### config.mk
export PLATFORM = sky130hd
export DESIGN_NAME = ifu_fetch_buffer_flat
export DESIGN_NICKNAME = d
export VERILOG_FILES = /design/src/rtl/ifu_fetch_buffer_if.sv /design/src/rtl/ifu_fetch_buffer.sv /design/src/flat_wrapper.sv
export SDC_FILE = /design/constraint.sdc
export NUM_CORES = 1
export LEC_CHECK = 0
export ABC_AREA = 1
export BUFFER_PORTS_ARGS = -buffer_cell sky130_fd_sc_hd__clkbuf_2
export CAP_MARGIN = 20
export CORE_UTILIZATION = 55
export CTS_CLUSTER_SIZE = 16
export DETAILED_ROUTE_END_ITERATION = 12
export GPL_TIMING_DRIVEN = 0
export PLACE_DENSITY_LB_ADDON = 0.05
export SYNTH_ARGS = -nofsm -noshare
export SYNTH_HDL_FRONTEND = slang
export SYNTH_SLANG_ARGS = --single-unit
export TNS_END_PERCENT = 10
### constraint.sdc
create_clock -name clk -period 5.6 [get_ports clk]
set_input_delay 0 -clock clk [delete_from_list [all_inputs] [get_ports clk]]
set_output_delay 0 -clock clk [all_outputs]
set_load 0.005 [all_outputs]
### src/rtl/ifu_fetch_buffer_if.sv
// Interface bundle for the fetch stage: redirect input, instruction ROM port and decode handshake.
// The master side is the fetch buffer itself; the slave side is the ROM/decode/redirect environment.
interface ifu_fetch_buffer_if;
   logic        redirect_valid;
   logic [31:0] redirect_pc;
   logic        irom_req;
   logic [31:0] irom_addr;
   logic [31:0] irom_rdata;
   logic        id_valid;
   logic        id_ready;
   logic [31:0] id_pc;
   logic [31:0] id_inst;
   logic [25:0] id_imm_field;

   modport master (
      input  redirect_valid,
      input  redirect_pc,
      input  irom_rdata,
      input  id_ready,
      output irom_req,
      output irom_addr,
      output id_valid,
      output id_pc,
      output id_inst,
      output id_imm_field
   );

   modport slave (
      output redirect_valid,
      output redirect_pc,
      output irom_rdata,
      output id_ready,
      input  irom_req,
      input  irom_addr,
      input  id_valid,
      input  id_pc,
      input  id_inst,
      input  id_imm_field
   );
endinterface

### src/rtl/ifu_fetch_buffer.sv
// Instruction-fetch stage: sequential PC, 1-cycle-latency ROM requests gated by FIFO credit,
// and a small {pc, inst} FIFO feeding decode over valid/ready. Redirects flush everything.
module ifu_fetch_buffer #(
   parameter logic [31:0] RESET_PC   = 32'h1C00_0000,
   parameter int          FIFO_DEPTH = 2
) (
   input  logic                clk,
   input  logic                rst_n,
   ifu_fetch_buffer_if.master  bus
);

   localparam int              PW       = $clog2(FIFO_DEPTH);
   localparam int              CW       = $clog2(FIFO_DEPTH + 1);
   localparam logic [PW-1:0]   LAST_PTR = PW'(FIFO_DEPTH - 1);
   localparam logic [CW:0]     DEPTH_W  = (CW + 1)'(FIFO_DEPTH);

   logic [31:0]   pc_reg;
   logic [31:0]   pc_q_reg;
   logic          inflight_reg;
   logic [PW-1:0] wr_ptr_reg;
   logic [PW-1:0] rd_ptr_reg;
   logic [CW-1:0] count_reg;
   logic [CW-1:0] count_next;
   logic [CW:0]   occupancy;
   logic          req;
   logic          pop;
   logic          push;
   logic          kill;
   logic          unused_redirect_bits;

   logic [31:0]   slot_pc   [FIFO_DEPTH];
   logic [31:0]   slot_inst [FIFO_DEPTH];

   function automatic logic [PW-1:0] ptr_inc(input logic [PW-1:0] p);
      return (p == LAST_PTR) ? '0 : p + 1'b1;
   endfunction

   assign unused_redirect_bits = ^bus.redirect_pc[1:0];

   assign pop = (count_reg != '0) && bus.id_ready;

   // Credit counts entries held, the response still in flight, and the slot freed by this pop.
   assign occupancy = {1'b0, count_reg}
                    + {{CW{1'b0}}, inflight_reg}
                    - {{CW{1'b0}}, pop};

   assign req = rst_n && !bus.redirect_valid && (occupancy < DEPTH_W);

   // With a fixed 1-cycle ROM, the killed response is the one arriving in the redirect cycle itself.
   assign kill = bus.redirect_valid && inflight_reg;
   assign push = inflight_reg && !kill;

   assign count_next = count_reg + CW'(push) - CW'(pop);

   always_ff @(posedge clk or negedge rst_n) begin
      if (!rst_n) begin
         pc_reg       <= RESET_PC;
         pc_q_reg     <= '0;
         inflight_reg <= 1'b0;
         wr_ptr_reg   <= '0;
         rd_ptr_reg   <= '0;
         count_reg    <= '0;
      end else begin
         inflight_reg <= req;
         if (req) begin
            pc_q_reg <= pc_reg;
         end
         if (bus.redirect_valid) begin
            pc_reg     <= {bus.redirect_pc[31:2], 2'b00};
            wr_ptr_reg <= '0;
            rd_ptr_reg <= '0;
            count_reg  <= '0;
         end else begin
            if (req) begin
               pc_reg <= pc_reg + 32'd4;
            end
            if (push) begin
               wr_ptr_reg <= ptr_inc(wr_ptr_reg);
            end
            if (pop) begin
               rd_ptr_reg <= ptr_inc(rd_ptr_reg);
            end
            count_reg <= count_next;
         end
      end
   end

   genvar gi;
   generate
      for (gi = 0; gi < FIFO_DEPTH; gi++) begin : g_entry
         logic [31:0] entry_pc_reg;
         logic [31:0] entry_inst_reg;

         always_ff @(posedge clk or negedge rst_n) begin
            if (!rst_n) begin
               entry_pc_reg   <= '0;
               entry_inst_reg <= '0;
            end else if (push && (wr_ptr_reg == PW'(gi))) begin
               entry_pc_reg   <= pc_q_reg;
               entry_inst_reg <= bus.irom_rdata;
            end
         end

         assign slot_pc[gi]   = entry_pc_reg;
         assign slot_inst[gi] = entry_inst_reg;
      end
   endgenerate

   assign bus.irom_req     = req;
   assign bus.irom_addr    = pc_reg;
   assign bus.id_valid     = (count_reg != '0);
   assign bus.id_pc        = slot_pc[rd_ptr_reg];
   assign bus.id_inst      = slot_inst[rd_ptr_reg];
   assign bus.id_imm_field = slot_inst[rd_ptr_reg][25:0];

endmodule
### src/flat_wrapper.sv
// flat-port wrapper written by rule: the top's interface ports become plain ports
module ifu_fetch_buffer_flat 
#(
   parameter logic [31:0] RESET_PC   = 32'h1C00_0000,
   parameter int          FIFO_DEPTH = 2
)
  (clk, rst_n, bus_redirect_valid, bus_redirect_pc, bus_irom_rdata, bus_id_ready, bus_irom_req, bus_irom_addr, bus_id_valid, bus_id_pc, bus_id_inst, bus_id_imm_field);
  ifu_fetch_buffer_if bus_i ();
  input  logic clk;
  input  logic rst_n;
  input wire logic [$bits(bus_i.redirect_valid)-1:0] bus_redirect_valid;
  input wire logic [$bits(bus_i.redirect_pc)-1:0] bus_redirect_pc;
  input wire logic [$bits(bus_i.irom_rdata)-1:0] bus_irom_rdata;
  input wire logic [$bits(bus_i.id_ready)-1:0] bus_id_ready;
  output wire logic [$bits(bus_i.irom_req)-1:0] bus_irom_req;
  output wire logic [$bits(bus_i.irom_addr)-1:0] bus_irom_addr;
  output wire logic [$bits(bus_i.id_valid)-1:0] bus_id_valid;
  output wire logic [$bits(bus_i.id_pc)-1:0] bus_id_pc;
  output wire logic [$bits(bus_i.id_inst)-1:0] bus_id_inst;
  output wire logic [$bits(bus_i.id_imm_field)-1:0] bus_id_imm_field;
  assign bus_i.redirect_valid = bus_redirect_valid;
  assign bus_i.redirect_pc = bus_redirect_pc;
  assign bus_i.irom_rdata = bus_irom_rdata;
  assign bus_i.id_ready = bus_id_ready;
  assign bus_irom_req = bus_i.irom_req;
  assign bus_irom_addr = bus_i.irom_addr;
  assign bus_id_valid = bus_i.id_valid;
  assign bus_id_pc = bus_i.id_pc;
  assign bus_id_inst = bus_i.id_inst;
  assign bus_id_imm_field = bus_i.id_imm_field;
  ifu_fetch_buffer #(.RESET_PC(RESET_PC), .FIFO_DEPTH(FIFO_DEPTH)) u_core (.clk(clk), .rst_n(rst_n), .bus(bus_i));
endmodule
== Yosys cells after proc, flatten, opt, wreduce, memory -nomap -nowiden ==
Cells that the tools add are included.

* Register bits after elaboration: 197
* Input bits: 68
* Output and inout bits: 124
* Word-level logic and storage cells: 49

* Add/subtract/negate cells: 7
* $lt $le $gt $ge: 2
* Multiplexer cells: 15
* Bitwise logic cells: 2
* Reductions and logical operators: 13

{| class="wikitable"
|+ Operator list
! kind !! number
|-
| $mux 32 || 8
|-
| $add 32x3->32 const B || 1
|-
| $reduce_bool 2->1 || 4
|-
| $logic_and 1x1->1 || 7
|-
| $mux 1 || 6
|-
| $add 2x1->3 || 1
|-
| $lt 3x2->1 const B || 1
|-
| $sub 3x1->3 || 1
|-
| $add 1x1->1 const B || 2
|-
| $add 2x1->2 || 1
|-
| $ge 2x2->1 const B || 1
|-
| $logic_not 1->1 || 2
|-
| $mux 2 || 1
|-
| $not 1->2 || 1
|-
| $sub 2x1->2 || 1
|-
| $not 1->1 || 1
|}

== Longest topological paths before layout ==
* Depth in word-level cells: 7
* Gate-level depth with buffers: 16
* Mapped depth without buffers: 15

== Worst setup path before layout ==
OpenSTA, ideal clock, no wires.

* Path type: reg-to-reg
* Start point: reg u_core.count_reg[1]
* End point: reg u_core.pc_q_reg[15]
* Setup time: 0.126 ns
* Arrival: 2.060 ns
* Required time: 5.474 ns
* Setup slack: 3.414 ns
* Cell stages (with the launch flop): 14
* Path buffers: 2
* Period minus slack after synthesis: 2.186 ns
* Cell sequence: dfrtp_1 -> inv_1 -> nand2_1 -> nand2_1 -> nor2_1 -> o21ai_0 -> fa_1 -> nand2_1 -> nor2_4 -> nand2_4 -> buf_6 -> buf_4 -> nand2_1 -> o21ai_0

* Word-level cells in the longest chain between the ends: 5
* Elaborated cells on any way between the ends: 6
* Classes of those cells: add/sub: 2; order compare: 1; reduce/logical: 3

{| class="wikitable"
|+ Ends and longest elaborated chain
! element !! line !! source
|-
| from (decl) || ifu_fetch_buffer.sv:22 || <nowiki>logic [CW-1:0] count_reg;</nowiki>
|-
| from (signal assigned) || ifu_fetch_buffer.sv:83 || <nowiki>count_reg <= count_next;</nowiki>
|-
| $reduce_bool 2->1 || -- ||
|-
| via bus_id_valid || flat_wrapper.sv:17 || <nowiki>output wire logic [$bits(bus_i.id_valid)-1:0] bus_id_valid;</nowiki>
|-
| $logic_and 1x1->1 || ifu_fetch_buffer.sv:40 || <nowiki>assign pop = (count_reg != '0) && bus.id_ready;</nowiki>
|-
| $sub 3x1->3 || ifu_fetch_buffer.sv:45 || <nowiki>- {{CW{1'b0}}, pop};</nowiki>
|-
| $lt 3x2->1 || ifu_fetch_buffer.sv:47 || <nowiki>assign req = rst_n && !bus.redirect_valid && (occupancy < DEPTH_W);</nowiki>
|-
| $logic_and 1x1->1 || ifu_fetch_buffer.sv:47 ||
|-
| to (signal assigned) || ifu_fetch_buffer.sv:66 || <nowiki>pc_q_reg <= pc_reg;</nowiki>
|-
| to (decl) || ifu_fetch_buffer.sv:18 || <nowiki>logic [31:0] pc_q_reg;</nowiki>
|}

The timed path passes the listed nets, and every way through them passes these cells.
A chain may end at the register's enable or synchronous reset.

== Worst setup path in the final report ==
* Start point: reg u_core.count_reg[1]
* End point: out bus_irom_req

* Word-level cells in the longest chain between the ends: 5
* Elaborated cells on any way between the ends: 6
* Classes of those cells: add/sub: 2; order compare: 1; reduce/logical: 3

{| class="wikitable"
|+ Ends and longest elaborated chain
! element !! line !! source
|-
| parallel branches: the longest is 2 deep, another holds $add 2x1->3 || -- ||
|-
| $sub 3x1->3 * || ifu_fetch_buffer.sv:45 ||
|-
| $lt 3x2->1 * || ifu_fetch_buffer.sv:47 ||
|-
| $logic_and 1x1->1 * || ifu_fetch_buffer.sv:47 ||
|-
| to (decl) || flat_wrapper.sv:15 || <nowiki>output wire logic [$bits(bus_i.irom_req)-1:0] bus_irom_req;</nowiki>
|}

Mark *: on every way between the ends.

==> impl_metrics.toml <==
[floorplanning]
chipHeight_um = 133
row_count = 47
die_w_um = 133
core_area_mm2 = 0.0167
ios = 192
initial_core_util_pct = 56.7
fp.dieArea_mm2 = 0.0177

[job]
drv_cap = 0

[sta]
tns_ps = 0
setup_viol = 0
finalCriticalPeriod_ps = 2910
hold_viol = 0
drv_slew = 0
post-route-period-util_pct = 51.9
rsz0062_at_grt = "false"
finalClockSkew_ps = 8.44
tightest_slew_ps = 698
slew_headroom_pct = 53.4
clock.fmax_mhz = 344

[logic_synthesis]
yosys.area_share.simple_pct = 28.2
synth_warnings = 0
syn-mean-instance-area_um2 = 7.74
yosysUniqueCellTypes = 29
synth_cells = 1224
synth_top_area_share_pct = 49.2
ys_seq_elements = 189
synth_top_family_by_area = "simple AND/OR/NAND/NOR gates"
syn_area_mm2 = 0.00947
synth_area_leaders = "dfrtp_1 49%, nand2_1 19%, inv_1 5.3%, o21ai_1 5.1%, nand3_1 3.5%"
ys_seq_area_share_pct = 50.0
synth_compound_area_share_pct = 9.70
synthXorXnorAreaFrac_pct = 0.370
yosysTopAreaCell = "dfrtp_1"
muxShareOfSynthArea_pct = 0
synth_fa_ha_area_share_pct = 0.608

[placed_design]
gp_congestion = 0.920
hpwl_um = 16900
io_buffer_count = 184

[critical_path]
crit_fanout = 11
critical_path_class = "reg -> out"
slowest_stage = "fa_1"
cp_common_cell = "nand2_1"
cp_num_buf_inv = 4
cp_slowest_stage_delay_ps = 490
worstSetupStartpointType = "flop"
worst_path_dominant_cell_family = "simple AND/OR/NAND/NOR gates"
crit_arrival_ps = 2910
end_kind = "primary output"
path_cells = "inv_1, nand2_1, nand2_1, nor2_1, o21ai_0, fa_1, nand2_1, nor2_4, nand2_4, inv_2, buf_4, clkbuf_2"
required_ps = 5600

[drt]
first_iter_violations = 501
vias = 8490
ant_nets = 0
wirelength_um = 24100
wl_per_cell_um = 13.9
route.detailed.drc = 0
drt_first_pass_iters = 5
via_per_inst = 4.91

[cts]
clock_latency_ps = 430
cts.sinks = 189
cts_buffers = 17
cts.htree.levels = 4
clk_pin_slew_worst_paths_ps = 70
cts_hold_buffers = 65
cts_tree = "built"
cts_resized = 0
max-clock-path-buffers = 2
post_cts_buffers = 0
clock-root-buffer = "clkbuf_16"

[cells_and_area]
syn_to_final_growth_pct = 25.9
largest_reg_flops = 64
nNetsFinal = 1568
n_antenna_cell = 0
final_cell_mix = "471 x nand2_1, 186 x dfrtp_1, 183 x clkbuf_2"
drive_gt1_share_pct = 21.9
layout_commonest_cell = "nand2_1"

[power]
intPower_w = 0.00360
power.total_w = 0.00592
switching_share_pct = 39.2
ir_drop_mv = 0.279
power.switching_w = 0.00232
comb_power_share_pct = 41.5
clkPwrFrac_pct = 19.3
p_leak_nw = 6.49
power_frac_seq_pct = 39.1
power_density_mw_per_mm2 = 496

[global_route]
antenna_found_initial = 0
grt_max_degree = 106
track_usage_pct = 28.5
grt_pass1_vias = 8103
grt_overflow = 0
grt_pass1_wl_um = 39800

[run_status]
status = "finished clean"

[hold_path]
min_path_type = "in -> async"
[cells by family (layout without fill, tap and decap cells)]
kind of cell               after synthesis  count (layout)
and+or+nand+nor                        630             630
xor gates and xnor gates                 4               4
AOI/OAI and AO/OA                      175             175
adders and majority gates                4               4
DFF                                    189             189
buffers and inverters                  221             503
other                                    1               4
[cell usage after synthesis]
cell	number
a21oi_2	10
o21ai_1	96
inv_2	2
clkbuf_1	26
nand3_1	67
ha_1	3
buf_2	11
buf_6	9
nand2_2	10
or2_2	1
buf_1	1
o21ai_0	63
fa_1	1
buf_4	38
nor2_1	49
a21oi_1	4
dfrtp_1	186
nor2_2	14
nand2_4	6
xor2_1	3
xnor2_1	1
and2_1	1
o211ai_1	2
inv_1	134
conb_1	1
nor2_8	3
dfstp_2	3
nor2_4	8
nand2_1	471
[per-stage QoR]
| stage | hold slack, ps | setup slack [ps] | cell area, um^2 | cells | util [%] |
|---|---|---|---|---|---|
| 4_1_cts | 201 | 2700 | 11900 | 1729 | 71.4 |
| 6_report | 168 | 2690 | 11900 | 1729 | 71.4 |
| 5_1_grt | 225 | 2530 | 11900 | 1729 | 71.4 |
| 2_1_floorplan | -296 | 3410 | 9480 | 1227 | - |
| 3_5_place_dp | 104 | 2980 | 10700 | 1632 | 64.1 |
| 3_3_place_gp | 217 | 589 | 10700 | 1631 | 63.9 |
[power groups by stage]
stage               clock, W  sequential [W]  combinational [W]
floorplan                  0         0.00225            0.00155
CTS                  0.00117         0.00231            0.00248
finish               0.00115         0.00232            0.00246
global route         0.00122         0.00239            0.00278
detailed placement         0         0.00233            0.00242
global placement           0         0.00231            0.00236
[cell type report]
class                   count  area (um^2)
fillers                  1418         4780
clock inverters            13          118
multi-input cells         817         3690
repair buffers            250         1610
well taps                 220          275
inverters                 136          510
flip-flops and latches    189         4730
clock buffers              19          443
plain buffers              85          543
[routing by layer]
metal / GRT usage [%] / vias to the layer above / share of wire, %
met5: 0 / - / 0
met3: 3.84 / 33 / 4.9
met2: 49.1 / 271 / 49
li1: - / 4299 / -
met4: 9.03 / 0 / 1.9
met1: 37.6 / 3887 / 44
[path summary, 6_finish.rpt]
check                                                start                                               to  slack [ps]  cells after the start
max reg2reg                  u_core.count_reg[1]$_DFF_PN0_             u_core.bus.irom_addr[31]$_DFFE_PN0P_        2970                     13
min in group clk                        bus_redirect_pc[6]              u_core.bus.irom_addr[6]$_DFFE_PN0P_         320                      4
min                                                  rst_n              u_core.bus.irom_addr[4]$_DFFE_PN0P_         170                      2
max in group asynchronous                            rst_n  u_core.g_entry[0].entry_inst_reg[1]$_DFFE_PN0P_        4480                      3
min reg2reg                u_core.pc_q_reg[16]$_DFFE_PN0P_                  u_core.pc_q_reg[16]$_DFFE_PN0P_         480                      2
max                          u_core.count_reg[1]$_DFF_PN0_                                     bus_irom_req        2690                     12
Note: power is estimated with default switching activity, not from simulation.
